--- config.mk ---
export PLATFORM = sky130hd
export DESIGN_NAME = pckthandler_vc_fsm_flat
export DESIGN_NICKNAME = d
export VERILOG_FILES = /design/src/rtl/pckthandler_vc_fsm_if.sv /design/src/rtl/pckthandler_vc_fsm.sv /design/src/flat_wrapper.sv
export SDC_FILE = /design/constraint.sdc
export NUM_CORES = 1
export LEC_CHECK = 0
export CORE_MARGIN = 4
export CORE_UTILIZATION = 48
export DETAILED_ROUTE_END_ITERATION = 8
export PLACE_DENSITY = 0.88
export SKIP_CTS_REPAIR_TIMING = 1
export SYNTH_ARGS = -nofsm -noshare
export SYNTH_HDL_FRONTEND = slang
export SYNTH_SLANG_ARGS = --single-unit
--- constraint.sdc ---
create_clock -name rxbyteclkhs -period 4 [get_ports rxbyteclkhs]
set_input_delay 0.8 -clock rxbyteclkhs [delete_from_list [all_inputs] [get_ports rxbyteclkhs]]
set_output_delay 0.8 -clock rxbyteclkhs [all_outputs]
set_load 0.01 [all_outputs]
--- src/rtl/pckthandler_vc_fsm_if.sv ---
// Stream bundle between the header decoder, the packet handler and the pixel unpacker.
// The master drives the aligned byte stream and header fields; the slave returns payload beats.
interface pckthandler_vc_fsm_if #(
    parameter int DATA_STREAM_WIDTH = 16
);
    localparam int BPB = DATA_STREAM_WIDTH / 8;

    logic [DATA_STREAM_WIDTH-1:0] data_stream;
    logic [23:0]                  ph_stream;
    logic                         ph_select;
    logic                         valid_stream;
    logic                         ecc_error;

    logic [DATA_STREAM_WIDTH-1:0] out_stream;
    logic [BPB-1:0]               out_byte_en;
    logic                         frame_valid;
    logic                         last_packet;

    modport master (
        output data_stream, ph_stream, ph_select, valid_stream, ecc_error,
        input  out_stream, out_byte_en, frame_valid, last_packet
    );

    modport slave (
        input  data_stream, ph_stream, ph_select, valid_stream, ecc_error,
        output out_stream, out_byte_en, frame_valid, last_packet
    );
endinterface

--- src/rtl/pckthandler_vc_fsm.sv ---
// CSI-2 packet handler: filters packets by virtual channel and data type, tracks frame/line
// state and emits long-packet payload as width-configurable beats with byte enables.
module pckthandler_vc_fsm #(
    parameter int DATA_STREAM_WIDTH = 16,
    parameter int PH_STREAM_WIDTH   = 24,
    parameter int LINE_COUNT_WIDTH  = 16
) (
    input  logic                        rxbyteclkhs,
    input  logic                        reset,
    pckthandler_vc_fsm_if.slave         bus,
    input  logic [1:0]                  vc_select,
    input  logic [5:0]                  dt_select,
    input  logic [LINE_COUNT_WIDTH-1:0] lines_per_frame,
    output logic                        frame_active,
    output logic [LINE_COUNT_WIDTH-1:0] line_count,
    output logic [15:0]                 frame_number,
    output logic                        err_ecc,
    output logic                        err_frame,
    output logic                        err_trunc
);
    localparam int BPB = DATA_STREAM_WIDTH / 8;
    localparam int LCW = LINE_COUNT_WIDTH;
    localparam logic [5:0] DT_FS = 6'h00;
    localparam logic [5:0] DT_FE = 6'h01;

    typedef enum logic [1:0] {
        PH_DECODE = 2'd0,
        REC_DATA  = 2'd1,
        WAIT_EOT  = 2'd2
    } state_e;

    state_e                       state_q;
    logic [15:0]                  packet_size_q;
    logic [16:0]                  byte_count_q;
    logic                         last_line_q;
    logic [DATA_STREAM_WIDTH-1:0] out_stream_q;
    logic [BPB-1:0]               out_byte_en_q;
    logic                         frame_valid_q;
    logic                         last_packet_q;
    logic                         frame_active_q;
    logic [LCW-1:0]               line_count_q;
    logic [15:0]                  frame_number_q;
    logic                         err_ecc_q;
    logic                         err_frame_q;
    logic                         err_trunc_q;

    logic [PH_STREAM_WIDTH-1:0]   ph_s;
    logic [15:0]                  wc_s;
    logic [1:0]                   vc_s;
    logic [5:0]                   dt_s;
    logic                         hdr_ok_s;
    logic                         lpf_set_s;
    logic [LCW-1:0]               line_count_d;
    logic [16:0]                  byte_count_d;
    logic [16:0]                  remaining_s;
    logic                         last_beat_s;
    logic [BPB-1:0]               last_en_s;

    assign ph_s         = bus.ph_stream;
    assign wc_s         = ph_s[23:8];
    assign vc_s         = ph_s[7:6];
    assign dt_s         = ph_s[5:0];
    assign hdr_ok_s     = bus.valid_stream & bus.ph_select & ~bus.ecc_error & (vc_s == vc_select);
    assign lpf_set_s    = (lines_per_frame != {LCW{1'b0}});
    assign line_count_d = line_count_q + {{(LCW-1){1'b0}}, 1'b1};
    assign byte_count_d = byte_count_q + 17'(BPB);
    // Bytes still owed before this beat; 17 bits so a 0xFFFF word count never wraps.
    assign remaining_s  = {1'b0, packet_size_q} - byte_count_q;
    assign last_beat_s  = (remaining_s <= 17'(BPB));

    // Byte-enable mask for a final beat carrying fewer than BPB bytes.
    always_comb begin
        last_en_s = {BPB{1'b0}};
        for (int i = 0; i < BPB; i++) begin
            last_en_s[i] = (17'(i) < remaining_s);
        end
    end

    // Packet FSM with registered outputs; beat fields and error pulses default low each cycle.
    always_ff @(posedge rxbyteclkhs) begin
        if (reset) begin
            state_q        <= PH_DECODE;
            packet_size_q  <= 16'd0;
            byte_count_q   <= 17'd0;
            last_line_q    <= 1'b0;
            out_stream_q   <= {DATA_STREAM_WIDTH{1'b0}};
            out_byte_en_q  <= {BPB{1'b0}};
            frame_valid_q  <= 1'b0;
            last_packet_q  <= 1'b0;
            frame_active_q <= 1'b0;
            line_count_q   <= {LCW{1'b0}};
            frame_number_q <= 16'd0;
            err_ecc_q      <= 1'b0;
            err_frame_q    <= 1'b0;
            err_trunc_q    <= 1'b0;
        end else begin
            out_stream_q  <= {DATA_STREAM_WIDTH{1'b0}};
            out_byte_en_q <= {BPB{1'b0}};
            frame_valid_q <= 1'b0;
            last_packet_q <= 1'b0;
            err_ecc_q     <= 1'b0;
            err_frame_q   <= 1'b0;
            err_trunc_q   <= 1'b0;
            case (state_q)
                PH_DECODE: begin
                    if (bus.valid_stream) begin
                        state_q <= WAIT_EOT;
                        if (bus.ph_select & bus.ecc_error) begin
                            err_ecc_q <= 1'b1;
                        end else if (hdr_ok_s && dt_s == DT_FS) begin
                            err_frame_q    <= frame_active_q;
                            frame_active_q <= 1'b1;
                            line_count_q   <= {LCW{1'b0}};
                            frame_number_q <= wc_s;
                        end else if (hdr_ok_s && dt_s == DT_FE) begin
                            err_frame_q    <= lpf_set_s && (line_count_q != lines_per_frame);
                            frame_active_q <= 1'b0;
                            line_count_q   <= {LCW{1'b0}};
                        end else if (hdr_ok_s && dt_s == dt_select && frame_active_q) begin
                            if (lpf_set_s && line_count_q == lines_per_frame) begin
                                err_frame_q <= 1'b1;
                            end else begin
                                packet_size_q <= wc_s;
                                byte_count_q  <= 17'd0;
                                line_count_q  <= line_count_d;
                                last_line_q   <= (line_count_d == lines_per_frame);
                                if (wc_s != 16'd0) begin
                                    state_q <= REC_DATA;
                                end else begin
                                    state_q <= WAIT_EOT;
                                end
                            end
                        end else begin
                            state_q <= WAIT_EOT;
                        end
                    end else begin
                        state_q <= PH_DECODE;
                    end
                end
                REC_DATA: begin
                    if (bus.valid_stream) begin
                        out_stream_q  <= bus.data_stream;
                        frame_valid_q <= 1'b1;
                        byte_count_q  <= byte_count_d;
                        if (last_beat_s) begin
                            out_byte_en_q <= last_en_s;
                            last_packet_q <= last_line_q;
                            state_q       <= WAIT_EOT;
                        end else begin
                            out_byte_en_q <= {BPB{1'b1}};
                        end
                    end else begin
                        // Truncated packet: the line was already counted at its header.
                        err_trunc_q <= 1'b1;
                        state_q     <= PH_DECODE;
                    end
                end
                WAIT_EOT: begin
                    if (bus.valid_stream) begin
                        state_q <= WAIT_EOT;
                    end else begin
                        state_q <= PH_DECODE;
                    end
                end
                default: begin
                    state_q <= PH_DECODE;
                end
            endcase
        end
    end

    assign bus.out_stream  = out_stream_q;
    assign bus.out_byte_en = out_byte_en_q;
    assign bus.frame_valid = frame_valid_q;
    assign bus.last_packet = last_packet_q;
    assign frame_active    = frame_active_q;
    assign line_count      = line_count_q;
    assign frame_number    = frame_number_q;
    assign err_ecc         = err_ecc_q;
    assign err_frame       = err_frame_q;
    assign err_trunc       = err_trunc_q;
endmodule
--- src/flat_wrapper.sv ---
// flat-port wrapper written by rule: the top's interface ports become plain ports
module pckthandler_vc_fsm_flat 
#(
    parameter int DATA_STREAM_WIDTH = 16,
    parameter int PH_STREAM_WIDTH   = 24,
    parameter int LINE_COUNT_WIDTH  = 16
)
  (rxbyteclkhs, reset, vc_select, dt_select, lines_per_frame, frame_active, line_count, frame_number, err_ecc, err_frame, err_trunc, bus_data_stream, bus_ph_stream, bus_ph_select, bus_valid_stream, bus_ecc_error, bus_out_stream, bus_out_byte_en, bus_frame_valid, bus_last_packet);
  pckthandler_vc_fsm_if #(.DATA_STREAM_WIDTH(DATA_STREAM_WIDTH)) bus_i ();
  input  logic rxbyteclkhs;
  input  logic reset;
  input  logic [1:0] vc_select;
  input  logic [5:0] dt_select;
  input  logic [LINE_COUNT_WIDTH-1:0] lines_per_frame;
  output logic frame_active;
  output logic [LINE_COUNT_WIDTH-1:0] line_count;
  output logic [15:0] frame_number;
  output logic err_ecc;
  output logic err_frame;
  output logic err_trunc;
  input wire logic [$bits(bus_i.data_stream)-1:0] bus_data_stream;
  input wire logic [$bits(bus_i.ph_stream)-1:0] bus_ph_stream;
  input wire logic [$bits(bus_i.ph_select)-1:0] bus_ph_select;
  input wire logic [$bits(bus_i.valid_stream)-1:0] bus_valid_stream;
  input wire logic [$bits(bus_i.ecc_error)-1:0] bus_ecc_error;
  output wire logic [$bits(bus_i.out_stream)-1:0] bus_out_stream;
  output wire logic [$bits(bus_i.out_byte_en)-1:0] bus_out_byte_en;
  output wire logic [$bits(bus_i.frame_valid)-1:0] bus_frame_valid;
  output wire logic [$bits(bus_i.last_packet)-1:0] bus_last_packet;
  assign bus_i.data_stream = bus_data_stream;
  assign bus_i.ph_stream = bus_ph_stream;
  assign bus_i.ph_select = bus_ph_select;
  assign bus_i.valid_stream = bus_valid_stream;
  assign bus_i.ecc_error = bus_ecc_error;
  assign bus_out_stream = bus_i.out_stream;
  assign bus_out_byte_en = bus_i.out_byte_en;
  assign bus_frame_valid = bus_i.frame_valid;
  assign bus_last_packet = bus_i.last_packet;
  pckthandler_vc_fsm #(.DATA_STREAM_WIDTH(DATA_STREAM_WIDTH), .PH_STREAM_WIDTH(PH_STREAM_WIDTH), .LINE_COUNT_WIDTH(LINE_COUNT_WIDTH)) u_core (.rxbyteclkhs(rxbyteclkhs), .reset(reset), .bus(bus_i), .vc_select(vc_select), .dt_select(dt_select), .lines_per_frame(lines_per_frame), .frame_active(frame_active), .line_count(line_count), .frame_number(frame_number), .err_ecc(err_ecc), .err_frame(err_frame), .err_trunc(err_trunc));
endmodule
==> results.json <==
{
  "clock_path_buffers": 2,
  "die-area_um2": 12700,
  "firstDrtPassIters": 5,
  "h-tree-depth": 3,
  "synth_area_um2": 5260,
  "final_area_um2": 6800,
  "rsz0062_at_grt": "false",
  "synth_common_cells": "nand2_1 (92), dfxtp_1 (91), a21oi_1 (69)",
  "routed_wl_mm": 15.9,
  "synth_xor_area_share_pct": 9.16,
  "synth_simple_gate_area_share_pct": 28.7,
  "r2r_slack_ns": 0.51,
  "cp_data_arrival_time_ns": 3.73,
  "die_x_um": 113,
  "p_leak_nw": 2.41,
  "tns_ns": 0,
  "cts_tree": "built",
  "synth-seq-area-share_pct": 34.6,
  "avgViaCountPerCell": 5.85,
  "synth_edf_count": 0,
  "yosysMostFrequentCell": "nand2_1",
  "gp_congestion": 0.905,
  "clkTransAtPathRegs_ns": 0.11,
  "syn-instance-count": 674,
  "final_antenna_net_count": 0,
  "ys_seq_elements": 91,
  "die_h_um": 113,
  "avgSynthCellArea_um2": 7.80,
  "synth_top_family_by_area": "simple AND/OR/NAND/NOR gates",
  "multi_input_area_um2": 3190,
  "relSlewSlack_pct": 36.2,
  "post-dp-hpwl_mm": 12.2,
  "setup.worst_path.start_class": "register",
  "io_pins": 125,
  "grt_pass1_vias": 5465,
  "drv_cap": 0,
  "path_max_fanout": 9,
  "globalRoute.totalOverflow": 0,
  "place_area_um2": 6600,
  "antenna_cells": 0,
  "synth_mux_area_share_pct": 0.952,
  "area.growth.synth_to_final_pct": 29.3,
  "drcViolationCount": 0,
  "total_power_mw": 1.69,
  "fin_crit_ns": 3.49,
  "hold_slack_ns": 0.463,
  "drt_iter0_drc": 402,
  "synth_compound_area_share_pct": 16.7,
  "crit_type": "register to register",
  "max_freq_ghz": 0.287,
  "synth_top_area_share_pct": 34.6,
  "fin_cells": 926,
  "grt_util_all_layers_pct": 24.9,
  "core_um2": 10500,
  "start_util_pct": 50.0,
  "peakVddDrop_uv": 198,
  "skew_ns": 0.0117,
  "setup_viol": 0,
  "synthAdderAreaFrac_pct": 5.14,
  "nFillCells": 843,
  "slew_viol_final": 0,
  "portBuffers": 124,
  "synthTopCellsByArea": "dfxtp_1 (35%), a21oi_1 (6.6%), nand2_1 (6.6%), xnor2_1 (5.5%), ha_1 (4.8%)",
  "required_ns": 4.24,
  "synth_nets": 764,
  "hold_path.class": "register to register",
  "async_flop_share_pct": 0,
  "worst_pin_slew_ns": 0.953,
  "ys_warn_count": 0,
  "clockRootBuffer": "clkbuf_8",
  "grt_max_degree": 48,
  "nets": 875,
  "cts.sinks": 91,
  "reg2regPathDepth": 10,
  "wire_per_inst_um": 17.2,
  "cts_inserted_buffers": 9,
  "synth_top_area_cell": "dfxtp_1",
  "vias": 5414,
  "whs_path_depth": 2,
  "drive_gt1_share_pct": 4.30,
  "end_kind": "register",
  "final_hold_viol_count": 0,
  "rows": 37,
  "antenna_found_initial": 0,
  "clock_latency_ns": 0.37,
  "grt_pass1_wl_mm": 26.2,
  "fin_crit_sh_pct": 87.2,
  "synth_cell_type_count": 58,
  "ys.flop_type": "dfxtp_1",
  "seq_area_um2": 1820,
  "p_per_area_nw_per_um2": 249,
  "dpl.cell_count": 910,
  "status": "complete, no violations"
}
## stage by stage
stage | setup slack [ns] | util [%]
5_1_grt | 0.205 | 64.7
2_1_floorplan | 0.948 | -
3_5_place_dp | 0.284 | 62.8
3_3_place_gp | 0.467 | 62.8
4_1_cts | 0.595 | 64.7
6_report | 0.510 | 64.7
## critical path: stages, from the launching register on
cell and delay [ns]:
dfxtp_1 0.54, inv_1 0.08, ha_1 0.39, a21oi_1 0.33, o21ai_0 0.20, o21ai_0 0.31, a211oi_1 0.15, or3_1 0.39
a2111oi_0 0.53, a31oi_1 0.27, mux2i_1 0.18
## cell type report
| type | count | area share [%] |
|---|---|---|
| clock inverters | 7 | 1.12 |
| flip-flops and latches | 91 | 26.8 |
| clock buffers | 9 | 1.82 |
| inverters | 33 | 1.82 |
| well taps | 136 | 2.50 |
| repair buffers | 131 | 19.0 |
| multi-input cells | 519 | 47.0 |
## flip-flops by register name (all words and copies together), names as in the netlist
name,cells
u_core.bus.frame_valid,1
u_core.bus.last_packet,1
u_core.bus.out_byte_en,2
u_core.bus.out_stream,16
u_core.byte_count_q,16
u_core.err_ecc,1
u_core.err_frame,1
u_core.err_trunc,1
u_core.frame_active,1
u_core.frame_number,16
u_core.last_line_q,1
u_core.line_count,16
u_core.packet_size_q,16
u_core.state_q,2
## power breakdown
part	switching (mW)	internal (mW)	leakage, nW	total [mW]
clock network	0.383	0.249	0.103	0.632
logic	0.0668	0.0858	1.58	0.153
registers	0.000640	0.906	0.733	0.907
## per-layer routing
layer | global-route usage (%) | routed length (µm)
met5 | 0 | 0
met1 | 30.3 | 6530
met3 | 5.55 | 1050
met4 | 8.41 | 429
met2 | 43.2 | 7920
## worst paths after layout
kind,endpoint,startpoint
hold / removal,u_core.frame_number[3],u_core.frame_number[3]
setup / recovery,u_core.state_q[1],u_core.byte_count_q[4]
hold reg to reg,u_core.frame_number[3],u_core.frame_number[3]
setup reg to reg,u_core.state_q[1],u_core.byte_count_q[4]
## cell usage in the layout, fill, tap and decap left out, drive strengths merged, types with 6 or more instances in the layout
cell / Yosys / final
or4: 6 / 6
clkdlybuf4s50: 0 / 123
xnor2: 33 / 33
nand3: 17 / 17
and3: 7 / 7
nand4: 15 / 15
buf: 2 / 8
ha: 20 / 20
nand2: 92 / 92
o21ai: 32 / 32
clkbuf: 29 / 9
dfxtp: 91 / 91
nand3b: 9 / 9
o211ai: 6 / 6
a21oi: 69 / 69
inv: 33 / 37
nor3: 19 / 19
xor2: 22 / 22
nor4: 16 / 16
nor2: 50 / 50
or3: 7 / 7
and2: 21 / 21
## kinds of logic (layout without fill, tap and decap cells)
family | after synthesis | after routing
AO/OA/AOI/OAI | 148 | 148
multiplexers | 5 | 5
adder cells (fa/ha/maj) | 21 | 21
flip-flops | 91 | 91
AND/OR/NAND/NOR | 289 | 289
XOR/XNOR | 55 | 55
buffers and inverters | 64 | 180
other | 1 | 1
No activity file was read; power rests on OpenSTA's default activity.
